[src/rtl/rr_arb_pkg.sv]
// Shared types and helpers for the round-robin arbiter.
// Optional feature macro used by the arbiter: RR_ARB_HOLD_LIMIT_EN.
package rr_arb_pkg;

  typedef enum logic {
    ARB_IDLE  = 1'b0,
    ARB_GRANT = 1'b1
  } arb_state_t;

  // Widest arbiter supported; the one-hot helper works at this width and
  // callers slice off the bits they need.
  localparam int unsigned MAX_N    = 32;
  localparam int unsigned MAX_IDXW = 5;

  function automatic logic [MAX_N-1:0] onehot_from_idx(input logic [MAX_IDXW-1:0] idx);
    logic [MAX_N-1:0] oh;
    oh      = '0;
    oh[idx] = 1'b1;
    return oh;
  endfunction

endpackage

[src/rtl/rr_pick.sv]
// Combinational rotating-priority picker: first unmasked request at or
// after ptr, scanning upward and wrapping N-1 -> 0.
module rr_pick
  import rr_arb_pkg::*;
#(
  parameter int N    = 4,
  parameter int IDXW = $clog2(N)
) (
  input  logic [N-1:0]    req,
  input  logic [IDXW-1:0] ptr,
  input  logic [N-1:0]    mask,
  output logic [N-1:0]    pick_oh,
  output logic [IDXW-1:0] pick_idx,
  output logic            pick_any
);

  logic [N-1:0]     cand;
  logic [IDXW:0]    pos;
  logic [MAX_N-1:0] oh_full;
  logic             unused_oh;

  assign cand = req & ~mask;

  // Walk the candidates starting at ptr; the extra bit in pos keeps the
  // wrap correct for non-power-of-two N.
  always_comb begin
    pick_idx = '0;
    pick_any = 1'b0;
    pos      = '0;
    for (int i = 0; i < N; i++) begin
      pos = {1'b0, ptr} + (IDXW+1)'(i);
      if (pos >= (IDXW+1)'(N)) pos = pos - (IDXW+1)'(N);
      if (!pick_any && cand[pos[IDXW-1:0]]) begin
        pick_any = 1'b1;
        pick_idx = pos[IDXW-1:0];
      end
    end
  end

  assign oh_full   = onehot_from_idx(MAX_IDXW'(pick_idx));
  assign pick_oh   = pick_any ? oh_full[N-1:0] : '0;
  assign unused_oh = |oh_full;

endmodule

[src/rtl/rr_arbiter_n.sv]
// Round-robin arbiter for N level-requesting clients with registered
// one-hot grant, encoded owner index and grant hold while requesting.
// Define RR_ARB_HOLD_LIMIT_EN to add the HOLD_MAX forced-rotation limit
// and the hold_timeout pulse; otherwise an owner holds indefinitely.
module rr_arbiter_n
  import rr_arb_pkg::*;
#(
  parameter int N        = 4,
  parameter int HOLD_MAX = 8,
  parameter int IDXW     = $clog2(N)
) (
  input  logic            clk,
  input  logic            rst,
  input  logic [N-1:0]    req,
  output logic [N-1:0]    grant,
  output logic            grant_valid,
  output logic [IDXW-1:0] grant_idx,
  output logic            hold_timeout
);

  if (N < 2 || N > 32 || HOLD_MAX < 1) begin : g_bad_params
    $error("rr_arbiter_n: N must be 2..32 and HOLD_MAX >= 1");
  end

  arb_state_t      state_q, state_d;
  logic [N-1:0]    grant_q, grant_d;
  logic            valid_q;
  logic [IDXW-1:0] idx_q, idx_d;
  logic [IDXW-1:0] ptr_q, ptr_d;
  logic            owner_req;
  logic            take_pick;

  logic [N-1:0]    pick_oh;
  logic [IDXW-1:0] pick_idx;
  logic            pick_any;

`ifdef RR_ARB_HOLD_LIMIT_EN
  localparam int HCW = $clog2(HOLD_MAX + 1);
  logic [HCW-1:0] hold_cnt_q, hold_cnt_d;
  logic           timeout_q, timeout_d;
  logic           at_limit;
  assign at_limit = (hold_cnt_q == HCW'(HOLD_MAX));
`endif

  function automatic logic [IDXW-1:0] ptr_after(input logic [IDXW-1:0] idx);
    if (idx == IDXW'(N - 1)) return '0;
    return idx + IDXW'(1);
  endfunction

  assign owner_req = req[idx_q];

  // The current owner is masked out of the pick. When the owner is still
  // requesting this only matters for a forced rotation; when it released,
  // its request is already low, so the mask changes nothing.
  rr_pick #(.N(N), .IDXW(IDXW)) u_pick (
    .req      (req),
    .ptr      (ptr_q),
    .mask     (grant_q),
    .pick_oh  (pick_oh),
    .pick_idx (pick_idx),
    .pick_any (pick_any)
  );

  // Next-state: keep, hand over to the pick, or go idle.
  always_comb begin
    state_d   = state_q;
    grant_d   = grant_q;
    idx_d     = idx_q;
    ptr_d     = ptr_q;
    take_pick = 1'b0;
`ifdef RR_ARB_HOLD_LIMIT_EN
    hold_cnt_d = hold_cnt_q;
    timeout_d  = 1'b0;
`endif
    case (state_q)
      ARB_IDLE: begin
        if (pick_any) take_pick = 1'b1;
      end
      ARB_GRANT: begin
        if (owner_req) begin
`ifdef RR_ARB_HOLD_LIMIT_EN
          if (at_limit && pick_any) begin
            take_pick = 1'b1;
            timeout_d = 1'b1;
          end else if (!at_limit) begin
            hold_cnt_d = hold_cnt_q + HCW'(1);
          end
`endif
        end else if (pick_any) begin
          take_pick = 1'b1;
        end else begin
          state_d = ARB_IDLE;
          grant_d = '0;
`ifdef RR_ARB_HOLD_LIMIT_EN
          hold_cnt_d = '0;
`endif
        end
      end
      default: state_d = ARB_IDLE;
    endcase

    if (take_pick) begin
      state_d = ARB_GRANT;
      grant_d = pick_oh;
      idx_d   = pick_idx;
      ptr_d   = ptr_after(pick_idx);
`ifdef RR_ARB_HOLD_LIMIT_EN
      hold_cnt_d = HCW'(1);
`endif
    end
  end

  // Registered state and outputs; reset clears everything regardless of req.
  always_ff @(posedge clk) begin
    if (rst) begin
      state_q <= ARB_IDLE;
      grant_q <= '0;
      valid_q <= 1'b0;
      idx_q   <= '0;
      ptr_q   <= '0;
`ifdef RR_ARB_HOLD_LIMIT_EN
      hold_cnt_q <= '0;
      timeout_q  <= 1'b0;
`endif
    end else begin
      state_q <= state_d;
      grant_q <= grant_d;
      valid_q <= |grant_d;
      idx_q   <= idx_d;
      ptr_q   <= ptr_d;
`ifdef RR_ARB_HOLD_LIMIT_EN
      hold_cnt_q <= hold_cnt_d;
      timeout_q  <= timeout_d;
`endif
    end
  end

  assign grant       = grant_q;
  assign grant_valid = valid_q;
  assign grant_idx   = idx_q;
`ifdef RR_ARB_HOLD_LIMIT_EN
  assign hold_timeout = timeout_q;
`else
  assign hold_timeout = 1'b0;
`endif

endmodule

[config.mk]
export PLATFORM = sky130hd
export DESIGN_NAME = rr_arbiter_n
export DESIGN_NICKNAME = d
export VERILOG_FILES = /design/src/rtl/rr_arb_pkg.sv /design/src/rtl/rr_pick.sv /design/src/rtl/rr_arbiter_n.sv
export SDC_FILE = /design/constraint.sdc
export NUM_CORES = 1
export LEC_CHECK = 0
export CORE_UTILIZATION = 35
export CTS_CLUSTER_DIAMETER = 50
export DETAILED_ROUTE_END_ITERATION = 10
export PLACE_DENSITY = 0.55
export SLEW_MARGIN = 20
export SYNTH_ARGS = -nofsm -noshare
export SYNTH_HDL_FRONTEND = slang
export SYNTH_SLANG_ARGS = --single-unit
[constraint.sdc]
create_clock -name clk -period 4.85 [get_ports clk]
set_input_delay 1.455 -clock clk [delete_from_list [all_inputs] [get_ports clk]]
set_output_delay 1.455 -clock clk [all_outputs]
set_load 0.1 [all_outputs]
== Word-level counts from Yosys, hierarchy flattened ==
Cells that the tools add are included.

* Logic and storage cells: 75
* Register bits after elaboration: 10
* Input port bits: 6
* Output and inout bits: 8

* Reductions and logical operators: 8
* Add/sub/neg operators: 8
* Multiplexer cells: 39
* Bitwise logic cells: 3
* $lt $le $gt $ge: 11
* Eq/ne operators: 1

{| class="wikitable"
|+ Operators by type and width
! operator !! count
|-
| 2-bit two-way mux || 10
|-
| 4-bit two-way mux || 5
|-
| 1-bit two-way mux || 17
|-
| 2-bit by 3-bit less-than comparator with 1-bit output, second input constant || 5
|-
| 1-bit binary-select mux with 2-bit select || 5
|-
| 3-bit >= comparator, second input constant || 3
|-
| 2-bit by 1-bit subtractor with 2-bit output, second input constant || 4
|-
| 2-bit by 2-bit adder with 3-bit output, second input constant || 2
|-
| 2-bit by 6-bit less-than comparator with 1-bit output, second input constant || 1
|-
| 4-bit AND || 1
|-
| 1-bit logical AND || 4
|-
| 4-bit inverter || 1
|-
| 4-bit OR reduction || 1
|-
| 2-bit by 1-bit adder with 3-bit output, second input constant || 1
|-
| 2-bit by 3-bit >= comparator with 1-bit output, second input constant || 1
|-
| 1-bit zero test || 3
|-
| 2-bit by 1-bit adder with 2-bit output, second input constant || 1
|-
| 1-bit demux with 2-bit select || 1
|-
| 2-bit equality test, second input constant || 1
|-
| 2-bit by 1-bit >= comparator with 1-bit output, second input constant || 1
|-
| 1-bit one-hot mux with 2 select lines || 1
|-
| 1-bit inverter || 1
|}

== Longest topological paths before layout ==
* Depth after elaboration: 21
* Mapped depth: 7
* Mapped depth without buffers: 7

== By module ==
A second synthesis with hierarchy kept.

* Cell total of the unflattened synthesis: 83
* Area total of the unflattened synthesis: 686.9 µm²

{| class="wikitable"
|+ Modules (own cells, without submodules)
! module !! cells an instance !! instances !! seq. area each (µm²) !! area each (µm²)
|-
| rr_arbiter_n || 49 || 1 || 200.2 || 471.7
|-
| rr_pick || 34 || 1 || 0.0 || 215.2
|}

== Worst setup path after synthesis ==
No wires, ideal clock.

* Kind: input -> register
* Start point: input port req[3]
* End point: register valid_q (netlist: grant_valid)
* Cell stages on the path: 7
* Slack: 1813 ps
* Path buffers: 0
* Data required time: 4720 ps
* Arrival time: 2907 ps
* Setup time: 130 ps
* Cell sequence: nor2b_2 o221a_1 o32ai_2 inv_1 ha_1 o41ai_1 a21oi_2

* Word-level cells in the longest chain between the ends: 20

{| class="wikitable"
|+ Ends and longest elaborated chain
! what !! RTL line !! text
|-
| start, declared || rr_arbiter_n.sv:14 || <nowiki>input logic [N-1:0] req,</nowiki>
|-
| 4-bit AND (*) || rr_pick.sv:22 || <nowiki>assign cand = req & ~mask;</nowiki>
|-
| 1-bit binary-select mux with 2-bit select || rr_pick.sv:33 || <nowiki>if (!pick_any && cand[pos[IDXW-1:0]]) begin</nowiki>
|-
| 1-bit two-way mux (implied by the code) || rr_pick.sv:33 ||
|-
| 1-bit two-way mux || rr_pick.sv:33 ||
|-
| 1-bit zero test || rr_pick.sv:33 ||
|-
| 1-bit logical AND || rr_pick.sv:33 ||
|-
| 1-bit two-way mux || rr_pick.sv:33 ||
|-
| 1-bit zero test || rr_pick.sv:33 ||
|-
| [... 5 more ...] || n/a ||
|-
| net pick_idx[0] || rr_arbiter_n.sv:34 || <nowiki>logic [IDXW-1:0] pick_idx;</nowiki>
|-
| 2-bit by 6-bit less-than comparator with 1-bit output (implied by the code) or 2-bit by 1-bit >= comparator with 1-bit output (tied branches) || rr_arb_pkg.sv:18 || <nowiki>oh[idx] = 1'b1;</nowiki>
|-
| 1-bit logical AND (implied by the code) || rr_arb_pkg.sv:18 ||
|-
| 1-bit two-way mux (implied by the code) || rr_arb_pkg.sv:18 ||
|-
| 1-bit demux with 2-bit select (*) || n/a ||
|-
| 4-bit two-way mux (*) || rr_pick.sv:41 || <nowiki>assign pick_oh = pick_any ? oh_full[N-1:0] : '0;</nowiki>
|-
| 4-bit two-way mux (*) || rr_arbiter_n.sv:102 || <nowiki>if (take_pick) begin</nowiki>
|-
| 4-bit OR reduction (*) || rr_arbiter_n.sv:128 || <nowiki>valid_q <= |grant_d;</nowiki>
|-
| end signal, assigned || rr_arbiter_n.sv:128 ||
|-
| end, declared || rr_arbiter_n.sv:27 || <nowiki>logic valid_q;</nowiki>
|}

The timed path passes the listed nets; every way through them passes the cells marked *. The select of a mux whose other input is x is not followed.
A chain may end at the register's enable or synchronous reset.

== Final worst setup path ==
* Start point: register grant_q[2] (netlist: grant[2])
* End point: output port grant[2]

{| class="wikitable"
|+ RTL lines
! what !! RTL line !! text
|-
| start, declared || rr_arbiter_n.sv:26 || <nowiki>logic [N-1:0] grant_q, grant_d;</nowiki>
|-
| start signal, assigned || rr_arbiter_n.sv:127 || <nowiki>grant_q <= grant_d;</nowiki>
|-
| end, declared || rr_arbiter_n.sv:15 || <nowiki>output logic [N-1:0] grant,</nowiki>
|}

No word-level cell between the ends.

==> results.py <==
metrics = {
    "detailed_routing": {
        "route.detailed.drc": 0,
        "routed_via_density": 5.121,
        "initialDrtViolationCount": 5,
        "ant_nets": 0,
        "routedWlPerCell_um": 12.79,
        "vias": 548,
        "wl_mm": 1.368,
        "dr.pass1.iters": 3,
    },
    "critical_path": {
        "worstSetupPathType": "flop to primary output",
        "reg2reg_slack_ns": 2.79,
        "crit_required_ns": 3.39,
        "worst_path_largest_cell_delay_ns": 1.17,
        "crit_path_top_delay_cell": "clkdlybuf4s50_1",
        "cp_cell_sequence": "clkdlybuf4s50_1",
        "crit_family": "buffers and inverters",
        "arrival_ns": 1.87,
        "cp-start-kind": "flop",
        "cp-end-kind": "primary output",
        "crit_fanout": 6,
        "cp_num_buf_inv": 1,
    },
    "sta": {
        "worst_slack_ns": 1.522,
        "setup_viol": 0,
        "rsz0062_at_grt": "false",
        "post-route-period-util_pct": 68.62,
        "fmax_mhz": 300.5,
        "hold_viol": 0,
        "min_period_ns": 3.328,
        "worstMarginPinSlew_ns": 0.9722,
        "relSlewSlack_pct": 34.98,
        "slew_violations": 0,
        "skew_ns": 0.002500,
        "fin_setup_tns_ns": 0,
        "holdWs_ns": 0.5040,
    },
    "synth": {
        "ys_seq_elements": 10,
        "synth_common_cells": "dfxtp_1 (10), nor2_1 (6), a21oi_1 (5), inv_1 (5)",
        "synth.area.top_cells": "dfxtp_1 (31%), ha_1 (7.8%), a22oi_1 (4.7%), nand2b_4 (4.3%), a21oi_1 (3.9%)",
        "syn-cell-area_um2": 641.9,
        "synth_top_area_cell": "dfxtp_1",
        "postSynth.topFlopCell": "dfxtp_1",
        "synth_edf_count": 0,
        "yosysWarnings": 0,
        "post-synth-top-area-fraction_pct": 31.19,
        "avgSynthCellArea_um2": 9.439,
        "syn_inst": 68,
        "synth.distinct_cells": 30,
        "ys_seq_area_share_pct": 31.19,
        "synthArstFlopShare_pct": 0,
        "synth_fp_nets": 78,
        "synth_most_common_cell": "dfxtp_1",
    },
    "layout": {
        "drive_gt1_share_pct": 17.07,
        "fin_cells": 107,
        "regArea_um2": 200.2,
        "nets": 93,
        "n_fill_cell": 181,
        "final_util_pct": 47.17,
        "multiInputGateArea_um2": 407.9,
        "syn2layout_area_growth_pct": 26.90,
        "design_area_um2": 814.5,
        "antennaDiodeCount": 0,
    },
    "placed_design": {
        "dpl.hpwl_mm": 1.064,
        "dp_cells": 103,
        "port_buffers": 12,
        "dpl_worst_slack_ns": 1.259,
        "placedInstanceArea_um2": 778.2,
        "gp_congestion": 0.8293,
    },
    "power_and_ir_drop": {
        "p_int_mw": 0.2773,
        "p_leak_nw": 0.3086,
        "p_switching_mw": 0.3136,
        "power_density_nw_per_um2": 725.4,
        "total_power_mw": 0.5908,
        "power_frac_clock_pct": 12.6,
        "combinationalPowerShare_pct": 63.4,
        "swShare_pct": 53.07,
        "vdd_drop_max_mv": 0.3962,
        "p_seq_share_pct": 24.0,
    },
    "clocking": {
        "numCtsBuffers": 3,
        "clock_latency_ns": 0.26,
        "htreeDepth": 1,
        "hold_buffers": 0,
        "cts.sinks": 10,
        "cts_setup_buffers": 0,
        "cts_root_buffer": "clkbuf_4",
        "cts_buffer_depth": 2,
        "cts_tree": "done",
        "cts_resized": 0,
        "clkTransAtPathRegs_ns": 0.07,
    },
    "run": {
        "cap_viol_max_count": 0,
    },
    "die": {
        "die_y_um": 44.83,
        "start_util_pct": 37.17,
        "die-area_um2": 2009,
        "ios": 14,
        "rows": 15,
        "chipWidth_um": 44.83,
        "coreArea_um2": 1727,
    },
    "global_route": {
        "grt_usage_pct": 14.88,
        "antenna_found_initial": 0,
        "grt_pass1_vias": 493,
        "grt_max_degree": 11,
        "grt_pass1_wl_mm": 2.125,
        "grt_overflow": 0,
    },
    "run_status": {
        "outcome": "complete, no violations",
    },
    "worst_hold_path": {
        "hold_path_class": "flop to flop",
    },
}
-- flip-flops by register name (all words and copies together) (netlist names) --
signal and count:
grant_idx 2, state_q 1, grant 4, grant_valid 1, ptr_q 2
-- power by group through the flow --
stage / logic, mW / registers, mW / clock network, mW
floorplan: 0.161 / 0.278 / 0
CTS: 0.376 / 0.141 / 0.0765
finish: 0.374 / 0.142 / 0.0746
detailed placement: 0.373 / 0.143 / 0
global placement: 0.373 / 0.143 / 0
global route: 0.398 / 0.145 / 0.0828
-- path summary, 6_finish.rpt --
| kind | from | endpoint | cells after the start |
|---|---|---|---|
| hold reg to reg | grant_idx[1] | grant_idx[1] | 2 |
| hold / removal | grant_idx[1] | grant_idx[1] | 2 |
| setup reg to reg | grant[2] | grant_valid | 7 |
| setup / recovery | grant[2] | grant[2] | 1 |
-- layout make-up --
cell class	instances	share of cell area, %
multi-input combinational	51	50.08
sequential	10	24.58
timing repair buffer	12	14.75
clock buffer	4	4.455
tap	25	3.840
inverter	5	2.304
-- cell families after synthesis --
family          Yosys count  share of synthesized area (%)
mux                       2                          3.119
flops                    10                          31.19
simple gates             20                          21.25
fa+ha+maj                 4                          7.798
other cells               1                         0.5842
compound gates           24                          30.80
buf+inv                   7                          5.263
-- layer usage --
metal	GRT usage, %	wire length (um)
met3	3.200	53
met5	0	0
met2	24.71	646
met1	17.98	664
met4	7.879	4
-- placed cells by master, fill, tap and decap left out, drive strengths merged, types with 2 or more instances in the layout --
cell type      netlist  layout
nand2                3       3
inv                  5       5
o21ai                4       4
clkdlybuf4s50        0      12
o221a                2       2
a22oi                4       4
nor2                 7       7
o22ai                2       2
ha                   4       4
a21oi                6       6
nand2b               4       4
clkbuf               0       4
nor2b                2       2
dfxtp               10      10
o41ai                2       2
mux2i                2       2
Note: power is estimated with default switching activity, not from simulation.
